--- src/rtl/multi_project_mux.sv ---
// rtl/multi_project_mux.sv - Wishbone-controlled project selector and pad arbiter
module multi_project_mux #(
  parameter int          NUM_PROJ     = 4,
  parameter int          NIO          = 38,
  parameter logic [31:0] BASE_ADDR    = 32'h3000_0000,
  parameter int          GUARD_CYCLES = 4,
  parameter int          RST_HOLD     = 16,
  parameter int          DEFAULT_SEL  = 0,
  parameter int          DEFAULT_EN   = 1
) (
  input  logic                    wb_clk_i,
  input  logic                    wb_rst_n,
  input  logic                    wbs_cyc_i,
  input  logic                    wbs_stb_i,
  input  logic                    wbs_we_i,
  input  logic [3:0]              wbs_sel_i,
  input  logic [31:0]             wbs_adr_i,
  input  logic [31:0]             wbs_dat_i,
  output logic                    wbs_ack_o,
  output logic [31:0]             wbs_dat_o,
  input  logic [NUM_PROJ*NIO-1:0] proj_io_out,
  input  logic [NUM_PROJ*NIO-1:0] proj_io_oeb,
  input  logic [NUM_PROJ*3-1:0]   proj_irq,
  output logic [NUM_PROJ-1:0]     proj_rst_n,
  output logic [NIO-1:0]          io_out,
  output logic [NIO-1:0]          io_oeb,
  output logic [2:0]              user_irq
);

  typedef enum logic [2:0] {
    S_OFF     = 3'd0,
    S_ISOLATE = 3'd1,
    S_SWITCH  = 3'd2,
    S_HOLD    = 3'd3,
    S_RUN     = 3'd4
  } state_t;

  state_t      state;
  logic [3:0]  ctrl_sel;
  logic        ctrl_en;
  logic [15:0] hold_reg;
  logic [15:0] hold_lat;
  logic [2:0]  irq_mask;
  logic        err;
  logic [3:0]  active_sel;
  logic [15:0] cnt;

  logic        hit, acc, wr, busy, ctrl_wr, start, sel_bad, run;
  logic [1:0]  off;
  logic [31:0] rdata;
  logic [NIO-1:0] act_out, act_oeb;
  logic [2:0]  act_irq;
  logic        unused_bits;

  // Ack only on the first cycle of a held strobe so every access gets a gap.
  assign hit     = wbs_cyc_i & wbs_stb_i & (wbs_adr_i[31:4] == BASE_ADDR[31:4]);
  assign acc     = hit & ~wbs_ack_o;
  assign wr      = acc & wbs_we_i;
  assign off     = wbs_adr_i[3:2];
  assign busy    = (state == S_ISOLATE) || (state == S_SWITCH) || (state == S_HOLD);
  assign ctrl_wr = wr && (off == 2'd0);
  assign start   = ctrl_wr && !busy;
  assign sel_bad = ({28'd0, ctrl_sel} >= 32'(NUM_PROJ));
  assign run     = (state == S_RUN);

  assign unused_bits = ^{wbs_adr_i[1:0], wbs_dat_i[31:18], wbs_dat_i[16], wbs_sel_i[3]};

  always_comb begin
    act_out = '0;
    act_oeb = '1;
    act_irq = '0;
    for (int k = 0; k < NUM_PROJ; k++) begin
      if (active_sel == 4'(k)) begin
        act_out = proj_io_out[k*NIO +: NIO];
        act_oeb = proj_io_oeb[k*NIO +: NIO];
        act_irq = proj_irq[k*3 +: 3];
      end
    end
  end

  always_comb begin
    for (int k = 0; k < NUM_PROJ; k++) begin
      proj_rst_n[k] = run && (active_sel == 4'(k));
    end
    io_out = run ? act_out : '0;
    io_oeb = run ? act_oeb : '1;
  end

  always_comb begin
    rdata = '0;
    case (off)
      2'd0: rdata = {23'd0, ctrl_en, 4'd0, ctrl_sel};
      2'd1: rdata = {14'd0, err, busy, 4'd0, active_sel, 5'd0, state};
      2'd2: rdata = {16'd0, hold_reg};
      default: rdata = {29'd0, irq_mask};
    endcase
  end

  always_ff @(posedge wb_clk_i or negedge wb_rst_n) begin
    if (!wb_rst_n) begin
      wbs_ack_o  <= 1'b0;
      wbs_dat_o  <= '0;
      ctrl_sel   <= 4'(DEFAULT_SEL);
      ctrl_en    <= 1'(DEFAULT_EN);
      hold_reg   <= 16'(RST_HOLD);
      hold_lat   <= 16'(RST_HOLD);
      irq_mask   <= 3'b111;
      err        <= 1'b0;
      active_sel <= 4'(DEFAULT_SEL);
      cnt        <= '0;
      state      <= S_ISOLATE;
      user_irq   <= '0;
    end else begin
      wbs_ack_o <= acc;
      wbs_dat_o <= acc ? rdata : '0;

      if (start) begin
        if (wbs_sel_i[0]) ctrl_sel <= wbs_dat_i[3:0];
        if (wbs_sel_i[1]) ctrl_en  <= wbs_dat_i[8];
      end

      if (ctrl_wr && busy) begin
        err <= 1'b1;
      end else if (wr && off == 2'd1 && wbs_sel_i[2] && wbs_dat_i[17]) begin
        err <= 1'b0;
      end

      if (wr && off == 2'd2) begin
        if (wbs_sel_i[0]) hold_reg[7:0]  <= wbs_dat_i[7:0];
        if (wbs_sel_i[1]) hold_reg[15:8] <= wbs_dat_i[15:8];
      end

      if (wr && off == 2'd3 && wbs_sel_i[0]) irq_mask <= wbs_dat_i[2:0];

      // Irq drops in the same edge that leaves RUN, not one cycle later.
      user_irq <= (run && !start) ? (act_irq & irq_mask) : 3'b000;

      case (state)
        S_ISOLATE: begin
          if (cnt == 16'(GUARD_CYCLES - 1)) begin
            state <= S_SWITCH;
            cnt   <= '0;
          end else begin
            cnt <= cnt + 16'd1;
          end
        end
        S_SWITCH: begin
          active_sel <= ctrl_sel;
          hold_lat   <= hold_reg;
          cnt        <= '0;
          state      <= (!ctrl_en || sel_bad) ? S_OFF : S_HOLD;
        end
        S_HOLD: begin
          // HOLD=0 still spends one cycle here, same as HOLD=1.
          if (({1'b0, cnt} + 17'd1) >= {1'b0, hold_lat}) begin
            state <= S_RUN;
            cnt   <= '0;
          end else begin
            cnt <= cnt + 16'd1;
          end
        end
        default: begin
          if (start) begin
            state <= S_ISOLATE;
            cnt   <= '0;
          end
        end
      endcase
    end
  end

endmodule

--- config.mk ---
export PLATFORM = sky130hd
export DESIGN_NAME = multi_project_mux
export DESIGN_NICKNAME = d
export VERILOG_FILES = /design/src/rtl/multi_project_mux.sv
export SDC_FILE = /design/constraint.sdc
export NUM_CORES = 1
export LEC_CHECK = 0
export CORE_AREA = 2 2 194 196
export CTS_CLUSTER_DIAMETER = 100
export DETAILED_ROUTE_END_ITERATION = 12
export DIE_AREA = 0 0 196 198
export GPL_ROUTABILITY_DRIVEN = 0
export PLACE_DENSITY = 0.45
export SKIP_CTS_REPAIR_TIMING = 1
export SYNTH_ARGS = -nofsm -noshare
export SYNTH_HDL_FRONTEND = slang
export SYNTH_SLANG_ARGS = --single-unit
--- constraint.sdc ---
create_clock -name wb_clk_i -period 3.85 [get_ports wb_clk_i]
set_clock_uncertainty 0.1 [all_clocks]
set_input_delay 0.9625 -clock wb_clk_i [delete_from_list [all_inputs] [get_ports wb_clk_i]]
set_output_delay 0.9625 -clock wb_clk_i [all_outputs]
set_load 0.05 [all_outputs]
==> results.cfg <==
[timing]
relSlewSlack_pct = 32.31
setup_viol = 0
slew_viol_final = 0
tightest_slew_ps = 1011
fin_setup_tns_ps = 0
rsz0062_at_grt = no
fmax_ghz = 0.2795
hold_violations = 0
finalCritPeriodShare_pct = 92.94
period_needed_ps = 3578

[routing]
wl_per_cell_um = 20.92
drtPass1Iterations = 4
drt_iter0_drc = 262
vias = 7754
met3WireLength_mm = 2.717
wl_met2_mm = 17.85
wl_met1_mm = 14.78
highest_layer = met5
ant_nets = 0
drcViolationCount = 0
vias_per_cell = 4.558
routed_wl_mm = 35.58

[critical_path]
crit_fanout = 33
worstSetupEndpointType = output port
r2r_slack_ps = 510
worstSetupPathType = reg -> out
rr_worst_depth = 12
critPathLaunchType = register
crit_arrival_ps = 2520
r2r_end = cnt[6]
cp.required_ps = 2790
r2r_start = cnt[2]

[floorplan]
die_h_um = 198
core_area_um2 = 36960
die_w_um = 196
pin_count = 505
core.rowCount = 71
dieArea_um2 = 38810
initial_core_util_pct = 17.88

[clocking]
cts_max_level = 3
clock_latency_ps = 340
cts-root-buf = clkbuf_16
cts_tree = yes
cts.path.max_buffers = 2
cts_buffers = 9
clk_pin_slew_ps = 70
cts_sinks = 86

[placement]
placed_area_um2 = 12710
io_buffers = 472
place_hpwl_mm = 28.71

[global_routing]
grt_pass1_vias = 7708
track_usage_pct = 17.17
overflow = 0
grt_pass1_wl_mm = 50.07
grt_max_degree = 67
antenna_found_initial = 8

[power]
ir_drop_mv = 0.2275
powerDensity_nw_per_um2 = 181.4
leakage_uw = 0.005173
p_total_uw = 2365

[logic_synthesis]
synth_top_area_share_pct = 29.92
synth_most_common_cell = nor2_1
yosys_warnings = 0
ys_ff_latch = 86
yosys.cell_types.count = 51
synthSimpleGateAreaFrac_pct = 20.62
synth_top_family_by_area = compound AO/OA/AOI/OAI gates
synth_area_leaders = dfrtp_1, mux2i_1, nor2_1
synth-compound-area-share_pct = 23.12
avgSynthCellArea_um2 = 8.570
synth_area_leader_cell = dfrtp_1
synthCells = 771
synth-edff-count = 0
synth-async-reset-ratio_pct = 100.0
syn-cell-area_um2 = 6608
ys.flop_type = dfrtp_1
synth_adder_area_share_pct = 3.219
synthTopCellsByCount = nor2_1, dfrtp_1, o21ai_0
seq_area_frac_synth_pct = 32.70
synthXorXnorAreaFrac_pct = 1.060
synthMuxAreaShare_pct = 12.63

[run_status]
status = finished, final reports clean

[layout]
largest_reg_flops = 18
syn2layout_area_growth_pct = 97.29
final_area_um2 = 13040
regMostFlops = wbs_dat_o
final_nets = 1626
drive_above_1_share_pct = 14.45
fillers = 3789

[hold_path]
hold_class = reg -> reg
hold_path_end = err
hold_depth = 1
hp-start = err

[run]
cap_violations = 0
==> cell families after synthesis <==
logic type                 count (synthesis)
AOI/OAI and AO/OA                        223
xor gates and xnor gates                   8
adders and majority gates                 17
buffers and inverters                     95
DFF                                       86
muxes                                     76
other                                      1
and+or+nand+nor                          265
==> layout make-up <==
| class | instances | area [µm²] | share of cell area [%] |
|---|---|---|---|
| Multi-Input combinational cell | 603 | 4078 | 31.28 |
| Tap cell | 474 | 593.1 | 4.549 |
| Clock inverter | 6 | 92.59 | 0.7102 |
| Inverter | 18 | 67.56 | 0.5183 |
| Sequential cell | 86 | 2165 | 16.60 |
| Clock buffer | 10 | 229.0 | 1.756 |
| Antenna cell | 2 | 5.005 | 0.03839 |
| Timing Repair Buffer | 502 | 5807 | 44.54 |
==> metrics by stage <==
stage	setup slack [ps]	utilization [%]	instances	hold WS, ps
3_5_place_dp	191.8	34.38	1683	376.9
3_3_place_gp	161.9	34.38	1683	376.1
6_report	271.6	35.28	1701	400.8
2_1_floorplan	310.5	-	784	358.0
4_1_cts	100.7	35.25	1699	401.3
5_1_grt	7.991	35.26	1699	424.1
==> routing by layer <==
metal	vias to the layer above	GRT usage [%]
met4	12	1.684
met5	-	0
li1	3735	-
met1	3697	20.74
met2	289	31.07
met3	21	5.076
==> layout by cell type (no fill, tap or decap), drive strengths merged, types with 17 or more instances in the layout <==
cell	count
mux2	29
o21ai	59
clkdlybuf4s50	393
a211oi	41
buf	109
dfrtp	79
mux2i	44
nand2	36
ha	17
nor2b	50
o22ai	38
nor2	98
inv	20
a221oi	38
==> how the worst max path moves through the flow <==
stage                             start            to  slack (ps)  depth (start not counted)
final                     active_sel[0]    io_oeb[21]         270                          6
after global routing             cnt[2]        cnt[6]           8                         12
after detailed placement   wbs_adr_i[7]  hold_reg[15]         190                          7
after CTS                 active_sel[0]    io_oeb[17]         100                          6
after floorplan           active_sel[0]    io_oeb[28]         310                          5
after global placement     wbs_adr_i[7]  hold_reg[10]         160                          7
==> critical path, stage by stage, from the launching register on <==
cell     delay (ps)
dfrtp_4         640
inv_1           140
nand2_1         320
buf_6           340
o22ai_1         140
o21ai_0         370
buf_12          190
==> power breakdown <==
group / switching [µW] / internal, µW
logic: 144 / 372
clock network: 372 / 574
registers: 0.00000226 / 904
(Power assumes the default switching activity.)
==> RTL change 1, RTL diff (same settings) <==
Register the input `proj_irq` before use, without a reset. The logic sees it one clock later. The other inputs are not delayed to match.
--- a/src/rtl/multi_project_mux.sv
+++ b/src/rtl/multi_project_mux.sv
@@ -34,6 +34,12 @@
     S_HOLD    = 3'd3,
     S_RUN     = 3'd4
   } state_t;
+
+  logic [NUM_PROJ*3-1:0] proj_irq_q;
+
+  always_ff @(posedge wb_clk_i) begin
+    proj_irq_q <= proj_irq;
+  end
 
   state_t      state;
   logic [3:0]  ctrl_sel;
@@ -73,7 +79,7 @@
       if (active_sel == 4'(k)) begin
         act_out = proj_io_out[k*NIO +: NIO];
         act_oeb = proj_io_oeb[k*NIO +: NIO];
-        act_irq = proj_irq[k*3 +: 3];
+        act_irq = proj_irq_q[k*3 +: 3];
       end
     end
   end
Behaviour: not the same (a bounded check fails within 10 cycles, from zero or initial values and one cycle with wb_rst_n low).
==> RTL change 1 against the original RTL <==
Final area rose by 2.3%. Global-route usage rose by 1.3 points. Synthesized area rose by 4.8%. Sequential cell count rose by 12. Total power rose by 19%. Clock power fell by 8.8%. Utilization rose by 0.82 points. Worst setup slack got worse by 54 ps. Sequential power rose by 15%. Count of clock-buffer cells in the layout rose by 2. Routed wire length rose by 5.9%. Synthesized cell count rose by 1.7%. Largest power group is now registers. Highest routed layer unchanged.
==> RTL change 1: results (changes against the original RTL) <==
INFO  metric outcome = finished clean
INFO  metric max_flop_register = wbs_dat_o
INFO  metric fillCellCount = 3840 (+1.3%)
INFO  metric grt_max_degree = 66 (-1.5%)
INFO  metric leakage = 5.323 nW (+2.9%)
INFO  metric first_global_vias = 7790 (+1.1%)
INFO  metric netlist_top_cells_count = sky130_fd_sc_hd__nor2_1, sky130_fd_sc_hd__dfrtp_1, sky130_fd_sc_hd__o21ai_0
INFO  metric synth.yosys.warnings = 0 (unchanged)
INFO  metric wire_per_inst = 21.96 µm (+5.0%)
INFO  metric synthFlopType = sky130_fd_sc_hd__dfrtp_1
INFO  metric max_reg_flops = 18 (unchanged)
INFO  metric wp_data_arrival = 2570 ps (+50 ps)
INFO  metric hpwl = 31.11 mm (+8.4%)
INFO  metric worst-path-max-fanout = 1 (-97%)
INFO  metric drt_iter0_markers = 472 (+80%)
INFO  metric vias_per_cell = 4.589 (+0.67%)
INFO  metric clk_latency = 350 ps
INFO  metric drv_slew = 0 (unchanged)
INFO  metric synthDistinctLibCells = 65 (+27%)
INFO  metric peak_supply_drop = 180.3 µV (-21%)
INFO  metric synth_area_leaders = sky130_fd_sc_hd__dfrtp_1, sky130_fd_sc_hd__mux2i_1, sky130_fd_sc_hd__nor2_1, sky130_fd_sc_hd__a221oi_1, sky130_fd_sc_hd__o21ai_0
INFO  metric layout_cell_share_with_drive_strength_beyond_1 = 14.11% (-0.34 points)
INFO  metric placed_area = 13060 µm² (+2.8%)
INFO  metric tritoncts.num_buffers = 9 (unchanged)
INFO  metric synth-async-reset-ratio = 87.76% (-12 points)
INFO  metric cp_top_family = buffers and inverters
INFO  metric clock_tree.htree_level_count = 3 (unchanged)
INFO  metric clk_pin_slew_worst_paths = 70 ps (about the same)
INFO  metric clk_root_buffer_cell = sky130_fd_sc_hd__clkbuf_16
INFO  metric grt_first_pass_wirelength = 51.89 mm (+3.7%)
INFO  metric timing_worst_slew_pin_value = 1167 ps (+156.3 ps)
INFO  metric finish.net_count = 1641 (+0.92%)
INFO  metric gr-usage-all-layers = 18.47% (+1.3 points)
INFO  metric dr.pass1.iters = 5 (+1)
INFO  metric synth_seq_area_share = 34.68% (+2.0 points)
INFO  metric worst_path_max_delay_cell = sky130_fd_sc_hd__clkdlybuf4s50_1
INFO  metric min_path_type = register to register
INFO  metric max-clock-path-buffers = 2 (unchanged)
INFO  metric grt_antenna_before_repair = 3 (-5)
INFO  metric portBuffers = 472 (unchanged)
INFO  metric worst_path_largest_cell_delay = 550 ps (-90 ps)
INFO  metric p_int = 2.013 mW (+8.9%)
[RTL change 1: cell types whose count changed in the layout (fill, tap and decap cells not counted), moves of 6 or more]
| cell | delta |
|---|---|
| sky130_fd_sc_hd__mux2_2 | -21 |
| sky130_fd_sc_hd__and3_1 | -12 |
| sky130_fd_sc_hd__dfxtp_1 | +12 |
| sky130_fd_sc_hd__a221o_1 | -7 |
| sky130_fd_sc_hd__nor2_1 | +6 |
| sky130_fd_sc_hd__nand2b_1 | -6 |
| sky130_fd_sc_hd__mux2_4 | +16 |
[RTL change 1: metal layers]
metal	vias to the layer above	wire length, µm	track usage (%)
met5	-	13	0
met4	2	616	4.012
met3	31	3151	5.025
met2	291	18190	30.79
met1	3771	15710	23.86
li1	3780	-	-
[RTL change 1: cell families (layout without fill, tap and decap cells)]
| kind of cell | after synthesis | count (layout) | share of synthesized area [%] |
|---|---|---|---|
| AOI/OAI and AO/OA | 225 | 225 | 22.71 |
| xor gates and xnor gates | 11 | 11 | 1.391 |
| adders and majority gates | 17 | 17 | 3.072 |
| buffers and inverters | 99 | 542 | 6.415 |
| DFF | 98 | 98 | 34.68 |
| muxes | 75 | 75 | 12.78 |
| other | 1 | 16 | 0.05416 |
| and+or+nand+nor | 258 | 258 | 18.90 |
[RTL change 1: layout make-up]
cell class              count  share of cell area (%)
repair buffers            502                   43.65
multi-input cells         600                   31.12
flip-flops and latches     98                   18.03
well taps                 474                   4.446
clock buffers              12                   1.773
inverters                  24                  0.6754
clock inverters             4                  0.2626
diodes                      2                 0.03752
[RTL change 1: per-stage QoR]
stage          hold slack, ps  util, %  setup WS (ps)  instances  total power, mW
2_1_floorplan           363.0        -          310.0        797            1.330
3_3_place_gp            380.9    35.35          179.0       1698            1.974
3_5_place_dp            382.8    35.35          187.5       1698            1.973
4_1_cts                 393.9    36.08          188.3       1714            2.852
5_1_grt                 409.7    36.09          103.7       1716            2.923
6_report                385.0    36.09          217.9       1716            2.814
[RTL change 1: final timing paths]
kind / startpoint / endpoint / slack (ps) / depth (start not counted)
worst max-delay path: proj_io_out[81] / io_out[5] / 220 / 6
worst min-delay path: hold_reg[4] / hold_lat[4] / 390 / 2
worst max register to register: cnt[7] / cnt[2] / 380 / 13
worst min register to register: hold_reg[4] / hold_lat[4] / 390 / 2
max in group asynchronous: wb_rst_n / hold_reg[4] / 2450 / 2
min in group asynchronous: wb_rst_n / wbs_dat_o[3] / 510 / 1
[RTL change 1: power groups by stage]
stage               registers [mW]  logic [mW]  clock network (mW)
floorplan                     1.06       0.274                   0
global placement              1.06       0.917                   0
detailed placement            1.06       0.917                   0
CTS                           1.04       0.921               0.895
global route                  1.04       0.957               0.930
finish                        1.04       0.916               0.862
==> RTL change 2, RTL diff (config.mk and constraints unchanged) <==
Without the edit above. `DEFAULT_EN`: 1 -> 0.
--- a/src/rtl/multi_project_mux.sv
+++ b/src/rtl/multi_project_mux.sv
@@ -6,7 +6,7 @@
   parameter int          GUARD_CYCLES = 4,
   parameter int          RST_HOLD     = 16,
   parameter int          DEFAULT_SEL  = 0,
-  parameter int          DEFAULT_EN   = 1
+  parameter int          DEFAULT_EN   = 0
 ) (
   input  logic                    wb_clk_i,
   input  logic                    wb_rst_n,
Function: changed (a bounded check fails within 4 cycles, from zero or initial values and one cycle with wb_rst_n low).
==> RTL change 2 against the original RTL <==
Final area decreased by 0.31%. Worst setup slack gained 72 ps. Register-to-register slack worse by 130 ps. Routed wire length fell by 0.85%. Fmax is 2.1% higher. Clock power decreased by 3.8%. Synthesized area is essentially flat. Total power shrank 1.6%. Sequential cell count stayed put. Critical path type unchanged.
==> RTL change 2: results (changes against the original RTL) <==
INFO  metric finish.net_count = 1624 (-0.12%)
INFO  metric drt_iter0_markers = 229 (-13%)
INFO  metric nFlopsAndLatches = 86 (unchanged)
INFO  metric first_global_vias = 7601 (-1.4%)
INFO  metric area.sequential = 2163 µm² (about the same)
INFO  metric wire_per_inst = 20.77 µm (-0.68%)
INFO  metric routed_wl = 35.28 mm (-0.85%)
INFO  metric multiInputGateArea = 4086 µm² (+0.21%)
INFO  metric area_share_nonclk_buffers = 44.44% (-0.10 points)
INFO  metric met2RoutedLength = 17.66 mm (-1.1%)
INFO  metric layout_cell_share_with_drive_strength_beyond_1 = 14.31% (-0.14 points)
INFO  metric met3_length = 2.671 mm (-1.7%)
INFO  metric non_clock_buffer_count_in_the_final_layout = 500 (-0.40%)
INFO  metric synth_area_leaders = sky130_fd_sc_hd__dfrtp_1, sky130_fd_sc_hd__mux2i_1, sky130_fd_sc_hd__nor2_1, sky130_fd_sc_hd__a221oi_1, sky130_fd_sc_hd__mux2_2
INFO  metric cp_top_family = simple AND/OR/NAND/NOR gates
INFO  metric switching_power = 0.5272 mW (+2.2%)
INFO  metric sw_share = 22.66% (+0.84 points)
INFO  metric worst-path-max-fanout = 20 (-39%)
INFO  metric wp_data_arrival = 2440 ps (-80 ps)
INFO  metric worst_path_largest_cell_delay = 560 ps (-80 ps)
INFO  metric clock_area_share = 2.368% (-0.098 points)
INFO  metric gr-usage-all-layers = 17.15% (-0.018 points)
INFO  metric fillCellCount = 3805 (+0.42%)
INFO  metric grt_max_degree = 73 (+9.0%)
INFO  metric wl_met1 = 14.63 mm (-1.0%)
INFO  metric grt_antenna_before_repair = 7 (-1)
INFO  metric hpwl = 28.53 mm (-0.63%)
INFO  metric dr.pass1.iters = 5 (+1)
INFO  metric combPwrFrac = 22.1% (+0.3 points)
INFO  metric outcome = finished clean
INFO  metric netlist_top_cells_count = sky130_fd_sc_hd__nor2_1, sky130_fd_sc_hd__dfrtp_1, sky130_fd_sc_hd__o21ai_0
INFO  metric peak_supply_drop = 161.5 µV (-29%)
INFO  metric relSlewSlack = 49.37% (+17 points)
INFO  metric vias_per_cell = 4.547 (-0.25%)
INFO  metric num_antenna_cells = 1 (-1)
INFO  metric worst_path_max_delay_cell = sky130_fd_sc_hd__and2_2
INFO  metric grt_first_pass_wirelength = 49.64 mm (-0.85%)
INFO  metric cell_count_after_placement = 1681 (-0.12%)
INFO  metric multi_input_area_share = 31.44% (+0.16 points)
INFO  metric synth_seq_area_share = 32.69% (about the same)
## RTL change 2: worst paths after layout
path	slack, ps	endpoint	depth (start not counted)	startpoint
setup reg to reg	380	cnt[6]	13	cnt[2]
setup / recovery	340	io_out[17]	6	active_sel[3]
hold reg to reg	400	hold_lat[4]	2	hold_reg[4]
hold / removal	400	hold_lat[4]	2	hold_reg[4]
max in group asynchronous	2260	hold_reg[4]	2	wb_rst_n
min in group asynchronous	590	cnt[9]	1	wb_rst_n
## RTL change 2: metal layers
metal  GRT usage [%]  vias up
met1           20.72     3644
met3           5.570       24
li1                -     3737
met2           30.50      306
met4           2.020       10
met5               0        -
## RTL change 2: cell families after synthesis
kind of cell | after synthesis | share of synthesized area, %
compound gates | 223 | 23.13
xor+xnor | 8 | 1.061
fa+ha+maj | 17 | 3.220
buf+inv | 95 | 6.591
flops | 86 | 32.69
mux | 76 | 12.63
other cells | 1 | 0.05676
simple gates | 265 | 20.63
